## config.mk

```make
export PLATFORM = sky130hd
export DESIGN_NAME = mem_rr_arbiter
export DESIGN_NICKNAME = d
export VERILOG_FILES = /design/src/rtl/mem_rr_arbiter.sv
export SDC_FILE = /design/constraint.sdc
export NUM_CORES = 1
export LEC_CHECK = 0
export CORE_MARGIN = 2
export CORE_UTILIZATION = 34
export DETAILED_ROUTE_END_ITERATION = 10
export PLACE_DENSITY_LB_ADDON = 0.25
export SYNTH_ARGS = -nofsm -noshare
export SYNTH_HDL_FRONTEND = slang
export SYNTH_SLANG_ARGS = --single-unit
```

## constraint.sdc

```tcl
create_clock -name clk -period 2.1 [get_ports clk]
set_input_delay 0.315 -clock clk [delete_from_list [all_inputs] [get_ports clk]]
set_output_delay 0.315 -clock clk [all_outputs]
set_load 0.05 [all_outputs]
```

## src/rtl/mem_rr_arbiter.sv

```systemverilog
// mem_rr_arbiter
//    Round-robin arbiter that lets CLIENT_CNT requesters share a single memory port.
//    It serves one transaction at a time. It does not preempt the client it is serving.
//    While a request is pending, the next grant goes to the first requester found
//    searching upward from the client after the last one granted.
//
// Ports
//    clk, rst                   clock; asynchronous active-high reset
//    client_requests            per-client request level
//    client_addrs_packed        client i address at [M_WIDTH*i +: M_WIDTH]
//    client_wes                 per-client write enable
//    client_data_widths_packed  client i width code at [2*i +: 2]
//    client_data_outs_packed    client i write data, packed like the addresses
//    mem_data_in, mem_ready     memory read data and completion strobe
//    mem_request                high while a transaction is in flight (ACCESS)
//    mem_addr/data_out/
//    data_width/we_out          fields of the client selected by grant_idx
//    client_readies             one-hot completion, held until the client drops its request
//    client_data_ins_packed     per-client registered read data
//    grant_idx                  current or last granted client
//    busy                       high in any state other than IDLE
//
// state   | meaning
// IDLE    | waiting for a request; the round-robin search runs every cycle
// ACCESS  | memory command is presented for grant_idx; waiting for mem_ready
// RELEASE | ready is held to the client until it drops its request

module mem_rr_arbiter #(
   parameter int         M_WIDTH    = 8,
   parameter int         CLIENT_CNT = 2,
   parameter logic [1:0] MEM_ACC_8  = 2'b00,
   parameter logic [1:0] MEM_ACC_16 = 2'b01,
   parameter logic [1:0] MEM_ACC_32 = 2'b10
) (
   input  logic                            clk,
   input  logic                            rst,
   input  logic [CLIENT_CNT-1:0]           client_requests,
   input  logic [CLIENT_CNT*M_WIDTH-1:0]   client_addrs_packed,
   input  logic [CLIENT_CNT-1:0]           client_wes,
   input  logic [2*CLIENT_CNT-1:0]         client_data_widths_packed,
   input  logic [CLIENT_CNT*M_WIDTH-1:0]   client_data_outs_packed,
   input  logic [M_WIDTH-1:0]              mem_data_in,
   input  logic                            mem_ready,
   output logic                            mem_request,
   output logic [M_WIDTH-1:0]              mem_addr,
   output logic [M_WIDTH-1:0]              mem_data_out,
   output logic [1:0]                      mem_data_width,
   output logic                            mem_we_out,
   output logic [CLIENT_CNT-1:0]           client_readies,
   output logic [CLIENT_CNT*M_WIDTH-1:0]   client_data_ins_packed,
   output logic [$clog2(CLIENT_CNT)-1:0]   grant_idx,
   output logic                            busy
);

   localparam int GW = $clog2(CLIENT_CNT);

   // The width codes reach memory unchanged. These checks only catch a
   // configuration that would make the codes ambiguous.
   if (CLIENT_CNT < 2 || CLIENT_CNT > 16) begin : g_bad_client_cnt
      $error("mem_rr_arbiter: CLIENT_CNT must be in 2..16");
   end
   if (MEM_ACC_8 == MEM_ACC_16 || MEM_ACC_8 == MEM_ACC_32 || MEM_ACC_16 == MEM_ACC_32) begin : g_bad_acc_codes
      $error("mem_rr_arbiter: MEM_ACC_* width codes must be distinct");
   end

   typedef enum logic [1:0] {
      IDLE    = 2'd0,
      ACCESS  = 2'd1,
      RELEASE = 2'd2
   } state_t;

   state_t        state;
   logic [GW-1:0] last_grant;
   logic [GW-1:0] next_grant;
   logic          any_req;
   int            cand;

   // The search walks offsets from CLIENT_CNT down to 1. The last hit is kept,
   // so the result is the nearest requester above last_grant, wrapping past the top.
   always_comb begin
      next_grant = last_grant;
      any_req    = 1'b0;
      cand       = 0;
      for (int k = CLIENT_CNT; k >= 1; k--) begin
         cand = (int'(last_grant) + k) % CLIENT_CNT;
         if (client_requests[cand[GW-1:0]]) begin
            next_grant = cand[GW-1:0];
            any_req    = 1'b1;
         end
      end
   end

   // The memory-side fields always follow the registered grant, even outside ACCESS.
   assign mem_addr       = client_addrs_packed[M_WIDTH*grant_idx +: M_WIDTH];
   assign mem_data_out   = client_data_outs_packed[M_WIDTH*grant_idx +: M_WIDTH];
   assign mem_data_width = client_data_widths_packed[2*grant_idx +: 2];
   assign mem_we_out     = client_wes[grant_idx];

   always_ff @(posedge clk or posedge rst) begin
      if (rst) begin
         state                  <= IDLE;
         grant_idx              <= '0;
         last_grant             <= GW'(CLIENT_CNT - 1);
         mem_request            <= 1'b0;
         busy                   <= 1'b0;
         client_readies         <= '0;
         client_data_ins_packed <= '0;
      end else begin
         case (state)
            IDLE: begin
               if (any_req) begin
                  grant_idx   <= next_grant;
                  last_grant  <= next_grant;
                  mem_request <= 1'b1;
                  busy        <= 1'b1;
                  state       <= ACCESS;
               end
            end
            ACCESS: begin
               if (mem_ready) begin
                  if (!client_wes[grant_idx]) begin
                     client_data_ins_packed[M_WIDTH*grant_idx +: M_WIDTH] <= mem_data_in;
                  end
                  client_readies[grant_idx] <= 1'b1;
                  mem_request               <= 1'b0;
                  state                     <= RELEASE;
               end
            end
            RELEASE: begin
               // A client that dropped its request during ACCESS gets a one-cycle pulse.
               if (!client_requests[grant_idx]) begin
                  client_readies <= '0;
                  busy           <= 1'b0;
                  state          <= IDLE;
               end
            end
            default: begin
               state       <= IDLE;
               mem_request <= 1'b0;
               busy        <= 1'b0;
            end
         endcase
      end
   end

endmodule
```

# Word level (Yosys, flattened, before mapping)
# Cells that the tools add are included.
word_totals:
  ff_bits: 24
  inputBits: 51
  output_inout_bits: 40
  elab_cells: 63
classes:
  n_addsub: 3
  n_lt_le_gt_ge: 4
  n_eq_ne: 5
  shift: 5
  muxes: 26
  bitwise: 4
  reduce_logical: 9
op_table:
  columns: ["op", "count"]
  rows:
  - ["$neg 4->34", 1]
  - ["$shift 8x34->16 const A", 1]
  - ["$shiftx 8x34->16", 1]
  - ["$shiftx 16x5->8", 2]
  - ["$bwmux 16", 1]
  - ["$mux 1", 16]
  - ["$reduce_and 3->1", 5]
  - ["$mux 2", 4]
  - ["$lt 1x2->1 const B", 3]
  - ["$ne 2x2->1 const B", 3]
  - ["$pmux 1 s3", 2]
  - ["$pmux 2 s3", 1]
  - ["$pmux 2 s2", 1]
  - ["$shiftx 4x3->2", 1]
  - ["$not 1->1", 3]
  - ["$add 1x1->1 const B", 2]
  - ["$eq 2x1->1 const B", 1]
  - ["$eq 2x2->1 const B", 1]
  - ["$logic_not 2->1", 1]
  - ["$or 2x2->2", 1]
  - ["$reduce_and 2->1", 1]
  - ["$reduce_bool 2->1", 1]
  - ["$demux 1 s1", 1]
  - ["$ge 1x1->1 const B", 1]
  - ["$logic_and 1x1->1", 1]

# Longest topological paths before layout
# Gate-level depths: netlist (run 1).
depth:
  word_depth: 7
  depth_mapped: 4
  depth_no_buf: 3

# Worst setup path before layout (run 1)
# No wires, ideal clock.
synth_timing:
  kind: "register to output"
  startpoint: "register grant_idx"
  endpoint: "output port mem_addr[1]"
  arrival_time_ps: 1657
  required_ps: 1785
  path_slack_ps: 128
  stages_incl_launch_ff: 4
  path_buffers: 2
  path_cell_list: "dfrtp_1 clkbuf_1 buf_2 mux2_2"
synth_via:
  elab_chain_cells: 1
synth_lines:
  columns: ["element", "line", "text"]
  rows:
  - ["start, declared", "51", "output logic [$clog2(CLIENT_CNT)-1:0] grant_idx,"]
  - ["start signal, assigned", "112", "grant_idx <= next_grant;"]
  - ["$shiftx 16x5->8", "94", "assign mem_addr = client_addrs_packed[M_WIDTH*grant_idx +: M_WIDTH];"]
  - ["end, declared", "45", "output logic [M_WIDTH-1:0] mem_addr,"]
# No other way between the ends.

# Final worst setup path (run 1)
layout_timing:
  startpoint: "register grant_idx"
  endpoint: "output port mem_data_out[3]"
layout_via:
  elab_chain_cells: 1
layout_lines:
  columns: ["element", "line", "text"]
  rows:
  - ["$shiftx 16x5->8", "95", "assign mem_data_out = client_data_outs_packed[M_WIDTH*grant_idx +: M_WIDTH];"]
  - ["end, declared", "46", "output logic [M_WIDTH-1:0] mem_data_out,"]
# No other way between the ends.

==> report_table.html, run 1 <==
<table>
<tr><th>Metric</th><th>Value</th></tr>
<tr><th colspan="2">Yosys</th></tr>
<tr><td>Yosys warns</td><td>0</td></tr>
<tr><td>Sequential fraction of the synthesis area</td><td>between 40% and 50%</td></tr>
<tr><td>FF+latch count, synth</td><td>24</td></tr>
<tr><td>Share of flip-flops with an asynchronous set or reset</td><td>100%</td></tr>
<tr><td>Compound-Gate Fraction of Synth Area</td><td>6.92%</td></tr>
<tr><td>Post-Syn Area per Cell</td><td>~13 µm²</td></tr>
<tr><td>Area share of xor/xnor cells in the synthesized design</td><td>0%</td></tr>
<tr><td>Portion of synthesized cell area occupied by the leading cell type</td><td>46.8%</td></tr>
<tr><td>Fraction of synthesized area in multiplexers</td><td>32.9%</td></tr>
<tr><td>Cell taking the most area after synthesis</td><td>dfrtp_1</td></tr>
<tr><td>Post-synthesis instance total</td><td>92</td></tr>
<tr><td>Post-synthesis instance area</td><td>0.00123 mm²</td></tr>
<tr><td>Simple-gate share of the synthesized area</td><td>about 8.7%</td></tr>
<tr><td>Nets in the synthesized netlist</td><td>between 100 and 150</td></tr>
<tr><td>Library cells used by synthesis</td><td>25</td></tr>
<tr><td>Most used standard cells in the synthesized netlist</td><td>mux2_2 (34), dfrtp_1 (23), buf_2 (4), nand2_1 (4), o21ai_0 (3)</td></tr>
<tr><td>Cell types occupying the most area after synthesis</td><td>dfrtp_1 (47%), mux2_2 (31%), dfstp_2 (2.1%)</td></tr>
<tr><td>Main synth FF type</td><td>dfrtp_1</td></tr>
<tr><td>Adder-cell share of the synthesized area</td><td>0%</td></tr>
<tr><td>Largest family of logic cells by synthesized area</td><td>multiplexers</td></tr>
<tr><td>Number of enable flip-flop cells after synthesis</td><td>0</td></tr>
<tr><td>Most frequently used cell type in the post-synthesis netlist</td><td>mux2_2</td></tr>
<tr><th colspan="2">Global routing</th></tr>
<tr><td>GR Layer Usage met1</td><td>18.5%</td></tr>
<tr><td>Maximum number of pins on one net before global-route repair</td><td>25</td></tr>
<tr><td>Number of global-route vias before repair</td><td>1150</td></tr>
<tr><td>Wire length of the first global-routing pass</td><td>approximately 5200 µm</td></tr>
<tr><td>Congestion Overflow GR</td><td>0</td></tr>
<tr><td>Met3 global-route usage</td><td>3.87%</td></tr>
<tr><td>Met2 Track Usage GR</td><td>29.2%</td></tr>
<tr><td>Initial antenna violation count</td><td>0</td></tr>
<tr><td>Layer carrying the most global-route usage</td><td>met2</td></tr>
<tr><td>Aggregate global-route resource usage</td><td>16.1%</td></tr>
<tr><th colspan="2">CTS</th></tr>
<tr><td>Worst-Skew Late Latency</td><td>between 0.3 and 0.4 ns</td></tr>
<tr><td>CTS H-tree depth</td><td>1</td></tr>
<tr><td>Total clock buffers created by CTS</td><td>3</td></tr>
<tr><td>CTS root buf</td><td>clkbuf_4</td></tr>
<tr><td>Clock tree buffer depth</td><td>2</td></tr>
<tr><td>Worst-path clk slew</td><td>0.13 ns</td></tr>
<tr><td>Count of clock tree sinks</td><td>24</td></tr>
<tr><td>TritonCTS clock tree</td><td>built</td></tr>
<tr><td>Post-cts hold buffer count</td><td>0</td></tr>
<tr><th colspan="2">Final layout</th></tr>
<tr><td>Fin area</td><td>around 0.0022 mm²</td></tr>
<tr><td>Number of antenna diodes</td><td>0</td></tr>
<tr><td>Synth-to-Final Area Change</td><td>79.1%</td></tr>
<tr><td>Number of nets at the end of the flow</td><td>236</td></tr>
<tr><td>Area occupied by multi-input gates</td><td>between 500 and 600 µm²</td></tr>
<tr><td>Post-layout utilization of the core</td><td>64.5%</td></tr>
<tr><td>Fill cell instance count of the final layout</td><td>265</td></tr>
<tr><td>Fraction of layout instances using a drive strength above 1</td><td>35.9%</td></tr>
<tr><td>Footprint of the flip-flops and latches</td><td>603 µm²</td></tr>
<tr><th colspan="2">Worst setup path</th></tr>
<tr><td>Worst R2R Setup Slack</td><td>0.49 ns</td></tr>
<tr><td>Origin of the critical flop-to-flop path</td><td>grant_idx</td></tr>
<tr><td>Crit path capture type</td><td>primary output</td></tr>
<tr><td>Critical path type</td><td>reg -&gt; out</td></tr>
<tr><td>Maximum fanout along the worst path</td><td>14</td></tr>
<tr><td>Arrival time worst endpoint</td><td>1.62 ns</td></tr>
<tr><td>CP startpoint kind</td><td>register</td></tr>
<tr><td>Required @ worst endpoint</td><td>1.78 ns</td></tr>
<tr><td>Reg2reg path depth</td><td>3</td></tr>
<tr><td>RR Endpoint</td><td>client_data_ins_packed[6]</td></tr>
<tr><th colspan="2">STA</th></tr>
<tr><td>Clock skew</td><td>0.00197 ns</td></tr>
<tr><td>Worst hold slack after final layout</td><td>0.328 ns</td></tr>
<tr><td>Total of endpoints with negative setup slack in the final report</td><td>0</td></tr>
<tr><td>Clock period minus final worst setup slack</td><td>1.94 ns</td></tr>
<tr><td>Slew Viols, Final</td><td>0</td></tr>
<tr><td>Slew at the pin with the worst max-slew slack</td><td>0.521 ns</td></tr>
<tr><td>Relative slew slack</td><td>between 60% and 70%</td></tr>
<tr><td>Hold violation count in the final report</td><td>0</td></tr>
<tr><td>Setup repair after global routing missed its margin</td><td>false</td></tr>
<tr><td>F_max</td><td>0.516 GHz</td></tr>
<tr><td>Setup Total Neg Slack</td><td>0 ns</td></tr>
<tr><td>Share of the clock period used by the worst path after layout</td><td>92.3%</td></tr>
<tr><th colspan="2">Power and ir drop</th></tr>
<tr><td>Cell Pwr Density</td><td>1670 mW/mm²</td></tr>
<tr><td>Largest voltage drop on the vdd net</td><td>0.773 mV</td></tr>
<tr><td>Leakage power</td><td>0.937 nW</td></tr>
<tr><th colspan="2">Place</th></tr>
<tr><td>Cell area after placement</td><td>0.00215 mm²</td></tr>
<tr><td>Half-perimeter wire length after detailed placement</td><td>roughly 2700 µm</td></tr>
<tr><td>Final weighted congestion in routability-driven placement</td><td>0.749</td></tr>
<tr><td>Port-buffer cells</td><td>90</td></tr>
<tr><th colspan="2">Floorplanning</th></tr>
<tr><td>Die Ht</td><td>between 60 and 70 µm</td></tr>
<tr><td>Boundary pin count</td><td>91</td></tr>
<tr><td>Effective utilization at floorplan</td><td>36.0%</td></tr>
<tr><td>Floorplan core area</td><td>0.00342 mm²</td></tr>
<tr><td>Die boundary width</td><td>roughly 64 µm</td></tr>
<tr><td>Overall die area</td><td>about 0.0041 mm²</td></tr>
<tr><td>Floorplan row count</td><td>21</td></tr>
<tr><th colspan="2">Run status</th></tr>
<tr><td>Run status</td><td>completed</td></tr>
<tr><th colspan="2">Worst hold path</th></tr>
<tr><td>Min-Delay Path Class</td><td>in -&gt; async</td></tr>
<tr><th colspan="2">Run</th></tr>
<tr><td>Max capacitance violation total</td><td>0</td></tr>
<tr><th colspan="2">Drt</th></tr>
<tr><td>Avg Vias per Cell</td><td>4.83</td></tr>
<tr><td>Post-DRT Antenna Nets</td><td>0</td></tr>
<tr><td># DRC</td><td>0</td></tr>
<tr><td>Number of search-and-repair iterations in the first detailed-routing pass</td><td>4</td></tr>
<tr><td>Iteration-0 DRC Markers</td><td>22</td></tr>
<tr><td>Total vias in the final route</td><td>1112</td></tr>
<tr><td>Detail-routed net length per standard cell</td><td>roughly 14 µm</td></tr>
<tr><td>Routed Wire Length</td><td>3330 µm</td></tr>
</table>
==> state kept, by name, summed over array words and instances (netlist names) <==
signal / count
client_data_ins_packed: 16
client_readies: 2
state: 2
busy: 1
grant_idx: 1
last_grant: 1
mem_request: 1
==> layer usage <==
metal	share of wire [%]	wire (µm)
met1	37	1250
met2	51	1700
met3	11	357
met4	0.81	27
met5	0	0
==> per-stage QoR <==
stage                     cells  worst slack [ns]  power, W
after floorplan              92             0.128   0.00255
after global placement      226             0.167   0.00332
after CTS                   230            0.0382   0.00370
final                       230             0.161   0.00367
after global routing        230             0.101   0.00383
after detailed placement    226             0.145   0.00336
==> repair_timing <==
item	4_1_cts	5_1_grt
setup buffers	0	0
resized for setup	0	1
endpoints found under the setup margin	0	10
endpoints found under the hold margin	0	0
==> cells in the final DEF, fill, tap and decap left out <==
master and instances:
inv_1 2, mux2_1 1, buf_12 1, and3b_1 1, a31oi_1 1, a211oi_1 1
nor3b_4 1, a21oi_1 1, bufinv_16 1, a21boi_0 2, nor3_4 1, a32o_1 1
nand2_1 4, clkdlybuf4s50_1 70, mux2_2 34, nor2_1 1, nor3_1 1, buf_4 22
dfstp_2 1, clkbuf_4 3, nand3b_4 1, o311ai_0 1, o21ai_0 3, o22a_1 2
dfrtp_1 22, nand2b_1 2, nor3b_1 1, mux2i_1 1, dfrtp_2 1
==> how the worst max path moves through the flow <==
| stage | endpoint | startpoint | cells past startpoint | slack (ns) |
|---|---|---|---|---|
| 2_1_floorplan | mem_addr[1] | grant_idx | 3 | 0.13 |
| 3_3_place_gp | client_data_ins_packed[8] | mem_ready | 4 | 0.17 |
| 3_5_place_dp | client_data_ins_packed[12] | mem_ready | 4 | 0.15 |
| 4_1_cts | mem_data_out[3] | grant_idx | 3 | 0.04 |
| 5_1_grt | mem_addr[3] | grant_idx | 3 | 0.10 |
| 6_report | mem_data_out[3] | grant_idx | 3 | 0.16 |
==> cell families after synthesis <==
logic type | count (synthesis)
compound gates | 12
buf+inv | 7
flops | 24
mux | 36
simple gates | 13
==> worst max-delay path: stages (launching register included) <==
cell and delay [ns]:
dfrtp_2 0.50, buf_4 0.25, mux2_2 0.36, buf_4 0.19
==> power breakdown <==
group | switching [W] | leakage (nW) | internal (W)
clock network | 0.000140 | 0.0279 | 0.000193
logic | 0.00149 | 0.622 | 0.000960
registers | 0.000192 | 0.287 | 0.000695
==> area by class of cell <==
class	count	area share (%)
clock buffers	3	1.02
clock inverters	1	1.36
inverters	2	0.341
multi-input cells	61	27.1
flip-flops and latches	24	27.4
well taps	46	2.61
repair buffers	93	40.2
Power figures use the tool's default switching activity.
==> inputs of run 2 (changes only) <==
--- a/config.mk
+++ b/config.mk
@@ -8,6 +8,7 @@
 export CORE_MARGIN = 2
 export CORE_UTILIZATION = 34
 export DETAILED_ROUTE_END_ITERATION = 10
+export GPL_TIMING_DRIVEN = 0
 export PLACE_DENSITY_LB_ADDON = 0.25
 export SYNTH_ARGS = -nofsm -noshare
 export SYNTH_HDL_FRONTEND = slang
==> report_table.html, run 2 (synthesized netlist as in run 1, its figures left out) <==
<table>
<tr><th>Metric</th><th>Value</th></tr>
<tr><th colspan="2">Run status</th></tr>
<tr><td>Run status</td><td>completed</td></tr>
<tr><th colspan="2">CTS</th></tr>
<tr><td>Worst-path clk slew</td><td>0.13 ns (about the same)</td></tr>
<tr><td>TritonCTS clock tree</td><td>built</td></tr>
<tr><td>CTS H-tree depth</td><td>1 (unchanged)</td></tr>
<tr><td>Count of clock tree sinks</td><td>24 (unchanged)</td></tr>
<tr><td>CTS root buf</td><td>clkbuf_4</td></tr>
<tr><td>Post-cts hold buffer count</td><td>0 (unchanged)</td></tr>
<tr><td>Worst-Skew Late Latency</td><td>0.31 ns (about the same)</td></tr>
<tr><td>Clock tree buffer depth</td><td>2 (unchanged)</td></tr>
<tr><td>Total clock buffers created by CTS</td><td>3 (unchanged)</td></tr>
<tr><th colspan="2">Floorplanning</th></tr>
<tr><td>Effective utilization at floorplan</td><td>36.0% (unchanged)</td></tr>
<tr><td>Die boundary width</td><td>64.1 µm (unchanged)</td></tr>
<tr><td>Die Ht</td><td>64.1 µm (unchanged)</td></tr>
<tr><td>Floorplan row count</td><td>21 (unchanged)</td></tr>
<tr><td>Floorplan core area</td><td>0.00342 mm² (unchanged)</td></tr>
<tr><td>Boundary pin count</td><td>91 (unchanged)</td></tr>
<tr><td>Overall die area</td><td>0.00411 mm² (unchanged)</td></tr>
<tr><th colspan="2">STA</th></tr>
<tr><td>Worst hold slack after final layout</td><td>0.473 ns (+0.145 ns)</td></tr>
<tr><td>Total of endpoints with negative setup slack in the final report</td><td>0 (unchanged)</td></tr>
<tr><td>Slew Viols, Final</td><td>0 (unchanged)</td></tr>
<tr><td>Hold violation count in the final report</td><td>0 (unchanged)</td></tr>
<tr><td>Relative slew slack</td><td>42.0% (-23 points)</td></tr>
<tr><td>Setup repair after global routing missed its margin</td><td>false</td></tr>
<tr><td>Clock period minus final worst setup slack</td><td>2.01 ns (+0.0688 ns)</td></tr>
<tr><td>Slew at the pin with the worst max-slew slack</td><td>0.868 ns (+0.348 ns)</td></tr>
<tr><td>F_max</td><td>0.498 GHz (-3.4%)</td></tr>
<tr><td>Clock skew</td><td>0.00605 ns (+0.00408 ns)</td></tr>
<tr><td>Min setup slack post-route</td><td>0.0927 ns (-0.0688 ns)</td></tr>
<tr><td>Share of the clock period used by the worst path after layout</td><td>95.6% (+3.3 points)</td></tr>
<tr><td>Setup Total Neg Slack</td><td>0 ns (unchanged)</td></tr>
<tr><th colspan="2">Worst setup path</th></tr>
<tr><td>Origin of the critical flop-to-flop path</td><td>state[1]</td></tr>
<tr><td>CP startpoint kind</td><td>register</td></tr>
<tr><td>Worst R2R Setup Slack</td><td>0.39 ns (-0.10 ns)</td></tr>
<tr><td>RR Endpoint</td><td>client_data_ins_packed[10]</td></tr>
<tr><td>Required @ worst endpoint</td><td>1.78 ns (about the same)</td></tr>
<tr><td>Critical path type</td><td>reg -&gt; out</td></tr>
<tr><td>Maximum fanout along the worst path</td><td>10 (-4)</td></tr>
<tr><td>Arrival time worst endpoint</td><td>1.69 ns (+0.07 ns)</td></tr>
<tr><td>Crit path capture type</td><td>primary output</td></tr>
<tr><td>Reg2reg path depth</td><td>4 (+1)</td></tr>
<tr><th colspan="2">Drt</th></tr>
<tr><td>Number of search-and-repair iterations in the first detailed-routing pass</td><td>4 (unchanged)</td></tr>
<tr><td>Iteration-0 DRC Markers</td><td>19 (-14%)</td></tr>
<tr><td># DRC</td><td>0 (unchanged)</td></tr>
<tr><td>Detail-routed net length per standard cell</td><td>14.3 µm (-0.87%)</td></tr>
<tr><td>Routed Wire Length</td><td>3340 µm (+0.42%)</td></tr>
<tr><td>Total vias in the final route</td><td>1097 (-1.3%)</td></tr>
<tr><td>Post-DRT Antenna Nets</td><td>0 (unchanged)</td></tr>
<tr><td>Avg Vias per Cell</td><td>4.71 (-2.6%)</td></tr>
<tr><th colspan="2">Final layout</th></tr>
<tr><td>Synth-to-Final Area Change</td><td>85.0%</td></tr>
<tr><td>Max reg flops</td><td>16 (unchanged)</td></tr>
<tr><td>Fin area</td><td>0.00228 mm² (+3.3%)</td></tr>
<tr><td>Leading cell type in the layout, fill and taps excluded</td><td>clkdlybuf4s50_1</td></tr>
<tr><td>Largest register by flop count</td><td>client_data_ins_packed</td></tr>
<tr><td>Fraction of layout instances using a drive strength above 1</td><td>36.4% (+0.49 points)</td></tr>
<tr><td>Number of antenna diodes</td><td>0 (unchanged)</td></tr>
<tr><td>Most used cells in the layout excluding fill and tap cells</td><td>clkdlybuf4s50_1 (71), mux2_2 (34), dfrtp_1 (22)</td></tr>
<tr><td>Number of nets at the end of the flow</td><td>239 (+1.3%)</td></tr>
<tr><td>Top flop regs</td><td>client_data_ins_packed x16, client_readies x2, state x2</td></tr>
<tr><th colspan="2">Place</th></tr>
<tr><td>Half-perimeter wire length after detailed placement</td><td>2680 µm (-0.97%)</td></tr>
<tr><td>Port-buffer cells</td><td>90 (unchanged)</td></tr>
<tr><td>Post-Place Worst Slack</td><td>-0.257 ns (-0.402 ns)</td></tr>
<tr><td>Cell area after placement</td><td>0.00219 mm² (+1.8%)</td></tr>
<tr><td>Final weighted congestion in routability-driven placement</td><td>0.752 (+0.49%)</td></tr>
<tr><th colspan="2">Power and ir drop</th></tr>
<tr><td>Leakage power</td><td>0.944 nW (+0.72%)</td></tr>
<tr><td>Relative contribution of the clock network to total power</td><td>8.9% (-0.2 points)</td></tr>
<tr><td>Share of total power consumed by net switching</td><td>49.4% (-0.33 points)</td></tr>
<tr><td>Share of power burned in registers</td><td>22.3% (-1.8 points)</td></tr>
<tr><td>Largest voltage drop on the vdd net</td><td>0.744 mV (-3.8%)</td></tr>
<tr><td>Overall power consumption</td><td>0.00369 W (+0.32%)</td></tr>
<tr><td>Power dissipated by switching net loads</td><td>0.00182 W (-0.34%)</td></tr>
<tr><td>Comb pwr share</td><td>68.8% (+2.0 points)</td></tr>
<tr><td>Cell-internal power</td><td>0.00187 W (+0.97%)</td></tr>
<tr><td>Cell Pwr Density</td><td>1620 mW/mm² (-2.9%)</td></tr>
<tr><th colspan="2">Global routing</th></tr>
<tr><td>Maximum number of pins on one net before global-route repair</td><td>25 (unchanged)</td></tr>
<tr><td>Aggregate global-route resource usage</td><td>17.1% (+0.94 points)</td></tr>
<tr><td>Wire length of the first global-routing pass</td><td>5460 µm (+5.3%)</td></tr>
<tr><td>Number of global-route vias before repair</td><td>1181 (+2.7%)</td></tr>
<tr><td>Initial antenna violation count</td><td>0 (unchanged)</td></tr>
<tr><td>Congestion Overflow GR</td><td>0 (unchanged)</td></tr>
<tr><th colspan="2">Worst hold path</th></tr>
<tr><td>Min-Delay Path Class</td><td>in -&gt; async</td></tr>
<tr><th colspan="2">Run</th></tr>
<tr><td>Max capacitance violation total</td><td>0 (unchanged)</td></tr>
</table>
==> run 2: per-layer routing <==
layer  vias up  global-route usage (%)  wire, µm
met5         -                       0         0
met3         4                    5.11       414
met4         0                    6.38        44
li1        523                       -         -
met1       499                    19.7      1220
met2        71                    29.8      1660
==> run 2: repair_timing <==
action | in CTS | in global routing
resized for setup | 57 | 3
endpoints found under the setup margin | 19 | 11
setup buffers | 0 | 2
hold endpoints to repair | 0 | 0
gates cloned | 0 | 0
==> run 2: how the worst max path moves through the flow <==
| stage | slack, ns | end | cells after the start | from |
|---|---|---|---|---|
| after detailed placement | -0.26 | mem_we_out | 4 | grant_idx |
| final | 0.09 | mem_data_out[3] | 3 | grant_idx |
| after floorplan | 0.13 | mem_addr[1] | 3 | grant_idx |
| after global placement | -0.24 | mem_we_out | 4 | grant_idx |
| after CTS | -0.01 | mem_we_out | 3 | grant_idx |
| after global routing | 0.02 | mem_addr[2] | 3 | grant_idx |
==> run 2: power by group through the flow <==
| stage | combinational (W) | sequential (W) | clock, W |
|---|---|---|---|
| after floorplan | 0.00106 | 0.00149 | 0 |
| after global routing | 0.00266 | 0.000855 | 0.000353 |
| after CTS | 0.00252 | 0.000832 | 0.000337 |
| after global placement | 0.00253 | 0.000807 | 0 |
| after detailed placement | 0.00257 | 0.000819 | 0 |
| final | 0.00254 | 0.000821 | 0.000328 |
==> run 2: stage by stage <==
| stage | utilization, % | std cells |
|---|---|---|
| CTS | 66.2 | 231 |
| global route | 66.6 | 233 |
| floorplan | - | 92 |
| finish | 66.6 | 233 |
| global placement | 64.1 | 228 |
| detailed placement | 64.1 | 228 |
==> run 2: final cells by class <==
class	count	area, µm²
flip-flops and latches	24	603
clock buffers	3	22.5
multi-input cells	61	597
fillers	267	1140
clock inverters	1	30.0
repair buffers	92	933
inverters	2	7.51
well taps	46	57.6
plain buffers	4	25.0
==> run 2: worst max-delay path, cell delays in order, from the launching register on <==
cell and delay [ns]:
dfrtp_2 0.45, clkbuf_4 0.23, mux2_2 0.36, clkdlybuf4s15_2 0.34
==> inputs of run 3 (changes only) <==
--- a/config.mk
+++ b/config.mk
@@ -5,8 +5,10 @@
 export SDC_FILE = /design/constraint.sdc
 export NUM_CORES = 1
 export LEC_CHECK = 0
+export CELL_PAD_IN_SITES_DETAIL_PLACEMENT = 1
+export CELL_PAD_IN_SITES_GLOBAL_PLACEMENT = 2
 export CORE_MARGIN = 2
-export CORE_UTILIZATION = 34
+export CORE_UTILIZATION = 19
 export DETAILED_ROUTE_END_ITERATION = 10
 export GPL_TIMING_DRIVEN = 0
 export PLACE_DENSITY_LB_ADDON = 0.25
==> report_table.html, run 3 (synthesized netlist as in run 1, its figures left out) <==
<table>
<tr><th>Metric</th><th>Value</th></tr>
<tr><th colspan="2">Place</th></tr>
<tr><td>Cell area after placement</td><td>0.00223 mm² (+1.8%)</td></tr>
<tr><td>Final weighted congestion in routability-driven placement</td><td>0.791 (+5.1%)</td></tr>
<tr><td>Post-Place Worst Slack</td><td>-0.329 ns (-0.0725 ns)</td></tr>
<tr><td>Half-perimeter wire length after detailed placement</td><td>3280 µm (+22%)</td></tr>
<tr><td>Port-buffer cells</td><td>90 (unchanged)</td></tr>
<tr><td>Placed cell count</td><td>259 (+14%)</td></tr>
<tr><th colspan="2">CTS</th></tr>
<tr><td>Clock tree buffer depth</td><td>2 (unchanged)</td></tr>
<tr><td>CTS H-tree depth</td><td>1 (unchanged)</td></tr>
<tr><td>Buffer count from post-CTS setup fixing</td><td>0 (unchanged)</td></tr>
<tr><td>CTS root buf</td><td>clkbuf_8</td></tr>
<tr><td>Count of clock tree sinks</td><td>24 (unchanged)</td></tr>
<tr><td>Worst-path clk slew</td><td>0.09 ns (-0.04 ns)</td></tr>
<tr><td>Total clock buffers created by CTS</td><td>3 (unchanged)</td></tr>
<tr><td>TritonCTS clock tree</td><td>built</td></tr>
<tr><td>Worst-Skew Late Latency</td><td>0.27 ns (-0.04 ns)</td></tr>
<tr><th colspan="2">Worst setup path</th></tr>
<tr><td>Critical path type</td><td>reg -&gt; out</td></tr>
<tr><td>Maximum fanout along the worst path</td><td>10 (unchanged)</td></tr>
<tr><td>Crit path capture type</td><td>primary output</td></tr>
<tr><td>Required @ worst endpoint</td><td>1.78 ns (about the same)</td></tr>
<tr><td>CP startpoint kind</td><td>register</td></tr>
<tr><td>Arrival time worst endpoint</td><td>1.66 ns (-0.03 ns)</td></tr>
<tr><th colspan="2">STA</th></tr>
<tr><td>F_max</td><td>0.507 GHz (+1.9%)</td></tr>
<tr><td>Clock skew</td><td>0.00961 ns (+0.00356 ns)</td></tr>
<tr><td>Min setup slack post-route</td><td>0.129 ns (+0.0368 ns)</td></tr>
<tr><td>Total of endpoints with negative setup slack in the final report</td><td>0 (unchanged)</td></tr>
<tr><td>Share of the clock period used by the worst path after layout</td><td>93.8% (-1.8 points)</td></tr>
<tr><td>Slew Viols, Final</td><td>0 (unchanged)</td></tr>
<tr><td>Setup Total Neg Slack</td><td>0 ns (unchanged)</td></tr>
<tr><td>Relative slew slack</td><td>39.5% (-2.5 points)</td></tr>
<tr><td>Setup repair after global routing missed its margin</td><td>false</td></tr>
<tr><td>Slew at the pin with the worst max-slew slack</td><td>0.906 ns (+0.0373 ns)</td></tr>
<tr><td>Hold violation count in the final report</td><td>0 (unchanged)</td></tr>
<tr><td>Clock period minus final worst setup slack</td><td>1.97 ns (-0.0368 ns)</td></tr>
<tr><th colspan="2">Power and ir drop</th></tr>
<tr><td>Share of power burned in registers</td><td>23.3% (+1.0 points)</td></tr>
<tr><td>Relative contribution of the clock network to total power</td><td>8.6% (-0.3 points)</td></tr>
<tr><td>Leakage power</td><td>0.925 nW (-2.0%)</td></tr>
<tr><td>Overall power consumption</td><td>0.00361 W (-2.0%)</td></tr>
<tr><td>Cell-internal power</td><td>0.00176 W (-5.9%)</td></tr>
<tr><td>Comb pwr share</td><td>68.1% (-0.7 points)</td></tr>
<tr><td>Largest voltage drop on the vdd net</td><td>0.606 mV (-19%)</td></tr>
<tr><td>Share of total power consumed by net switching</td><td>51.4% (+2.0 points)</td></tr>
<tr><td>Power dissipated by switching net loads</td><td>0.00186 W (+2.0%)</td></tr>
<tr><td>Cell Pwr Density</td><td>1640 mW/mm² (+1.3%)</td></tr>
<tr><th colspan="2">Floorplanning</th></tr>
<tr><td>Effective utilization at floorplan</td><td>19.5% (-17 points)</td></tr>
<tr><td>Floorplan row count</td><td>29 (+38%)</td></tr>
<tr><td>Overall die area</td><td>0.00713 mm² (+73%)</td></tr>
<tr><td>Boundary pin count</td><td>91 (unchanged)</td></tr>
<tr><td>Die Ht</td><td>84.5 µm (+32%)</td></tr>
<tr><td>Die boundary width</td><td>84.5 µm (+32%)</td></tr>
<tr><td>Floorplan core area</td><td>0.00631 mm² (+85%)</td></tr>
<tr><th colspan="2">Drt</th></tr>
<tr><td>Avg Vias per Cell</td><td>4.17 (-11%)</td></tr>
<tr><td>Total vias in the final route</td><td>1093 (-0.36%)</td></tr>
<tr><td>Met3 wire length</td><td>224 µm (-46%)</td></tr>
<tr><td>Routed met2 length</td><td>2110 µm (+27%)</td></tr>
<tr><td>Detail-routed net length per standard cell</td><td>15.4 µm (+7.5%)</td></tr>
<tr><td>Number of search-and-repair iterations in the first detailed-routing pass</td><td>2 (-2)</td></tr>
<tr><td>DR top layer</td><td>met4</td></tr>
<tr><td>Met1 Routed Length</td><td>1700 µm (+39%)</td></tr>
<tr><td>Iteration-0 DRC Markers</td><td>21 (+2)</td></tr>
<tr><td>Post-DRT Antenna Nets</td><td>0 (unchanged)</td></tr>
<tr><td># DRC</td><td>0 (unchanged)</td></tr>
<tr><td>Routed Wire Length</td><td>4040 µm (+21%)</td></tr>
<tr><th colspan="2">Global routing</th></tr>
<tr><td>Congestion Overflow GR</td><td>0 (unchanged)</td></tr>
<tr><td>Aggregate global-route resource usage</td><td>11.1% (-5.9 points)</td></tr>
<tr><td>Initial antenna violation count</td><td>0 (unchanged)</td></tr>
<tr><td>Wire length of the first global-routing pass</td><td>6360 µm (+16%)</td></tr>
<tr><td>Number of global-route vias before repair</td><td>1203 (+1.9%)</td></tr>
<tr><td>Maximum number of pins on one net before global-route repair</td><td>25 (unchanged)</td></tr>
<tr><th colspan="2">Final layout</th></tr>
<tr><td>Fin area</td><td>0.00220 mm² (-3.2%)</td></tr>
<tr><td>Top flop regs</td><td>client_data_ins_packed x16, client_readies x2, state x2</td></tr>
<tr><td>Max reg flops</td><td>16 (unchanged)</td></tr>
<tr><td>Non-filler cells, final</td><td>262 (+12%)</td></tr>
<tr><td>Most used cells in the layout excluding fill and tap cells</td><td>clkdlybuf4s50_1 (71), mux2_2 (34), dfrtp_1 (22)</td></tr>
<tr><td>Number of nets at the end of the flow</td><td>237 (-0.84%)</td></tr>
<tr><td>Leading cell type in the layout, fill and taps excluded</td><td>clkdlybuf4s50_1</td></tr>
<tr><td>Fill cell instance count of the final layout</td><td>714 (+170%)</td></tr>
<tr><td>Number of antenna diodes</td><td>0 (unchanged)</td></tr>
<tr><td>Synth-to-Final Area Change</td><td>79.0%</td></tr>
<tr><td>Largest register by flop count</td><td>client_data_ins_packed</td></tr>
<tr><td>Fraction of layout instances using a drive strength above 1</td><td>35.7% (-0.69 points)</td></tr>
<tr><th colspan="2">Run status</th></tr>
<tr><td>Run status</td><td>completed</td></tr>
<tr><th colspan="2">Worst hold path</th></tr>
<tr><td>Min-Delay Path Class</td><td>reg -&gt; reg</td></tr>
<tr><th colspan="2">Run</th></tr>
<tr><td>Max capacitance violation total</td><td>0 (unchanged)</td></tr>
</table>
-- run 3: cell types whose count changed in the layout (fill, tap and decap cells not counted) --
cell             change
buf_4                -1
bufinv_16            -1
clkbuf_2            +16
clkdlybuf4s15_2     -16
clkbuf_8             +4
clkbuf_4             -4
-- run 3: routing by layer --
metal / GRT usage, % / vias to the layer above
met3: 2.56 / 2
met1: 14.4 / 535
met5: 0 / -
met4: 1.30 / 0
li1: - / 519
met2: 19.7 / 37
-- run 3: final timing paths --
check / depth (start not counted) / slack [ns] / from / to
worst min-delay path: 1 / 0.49 / client_data_ins_packed[15] / client_data_ins_packed[15]
worst min register to register: 1 / 0.49 / client_data_ins_packed[15] / client_data_ins_packed[15]
min in group asynchronous: 2 / 0.57 / rst / client_data_ins_packed[5]
worst max register to register: 4 / 0.39 / state[1] / client_data_ins_packed[8]
worst max-delay path: 3 / 0.13 / grant_idx / mem_addr[3]
max in group asynchronous: 2 / 0.92 / rst / grant_idx
-- run 3: cell type report --
cell class	instances	area [µm²]	share of cell area [%]
sequential	24	603	27.4
buffer	4	25.0	1.14
clock buffer	4	55.1	2.50
tap	77	96.3	4.38
multi-input combinational	61	597	27.1
timing repair buffer	90	818	37.2
inverter	2	7.51	0.341
-- run 3: what timing repair did --
action / CTS / global route
resized for setup: 26 / 34
setup endpoints to repair: 19 / 17
hold buffers: 0 / 0
-- run 3: metrics by stage --
stage / utilization [%] / hold slack, ns
5_1_grt: 34.9 / 0.512
6_report: 34.9 / 0.492
2_1_floorplan: - / 0.329
4_1_cts: 35.9 / 0.496
3_3_place_gp: 35.3 / 0.473
3_5_place_dp: 35.3 / 0.478
-- run 3: worst max-delay path, stage by stage, from the launching register on --
cell and delay (ns):
dfrtp_2 0.48, buf_4 0.22, mux2_2 0.35, clkdlybuf4s15_2 0.34
-- run 3: power by group through the flow --
stage	Sequential, W	Clock (W)	Combinational [W]
3_3_place_gp	0.000811	0	0.00258
4_1_cts	0.000848	0.000324	0.00252
2_1_floorplan	0.00149	0	0.00106
3_5_place_dp	0.000830	0	0.00260
6_report	0.000843	0.000310	0.00246
5_1_grt	0.000877	0.000350	0.00257
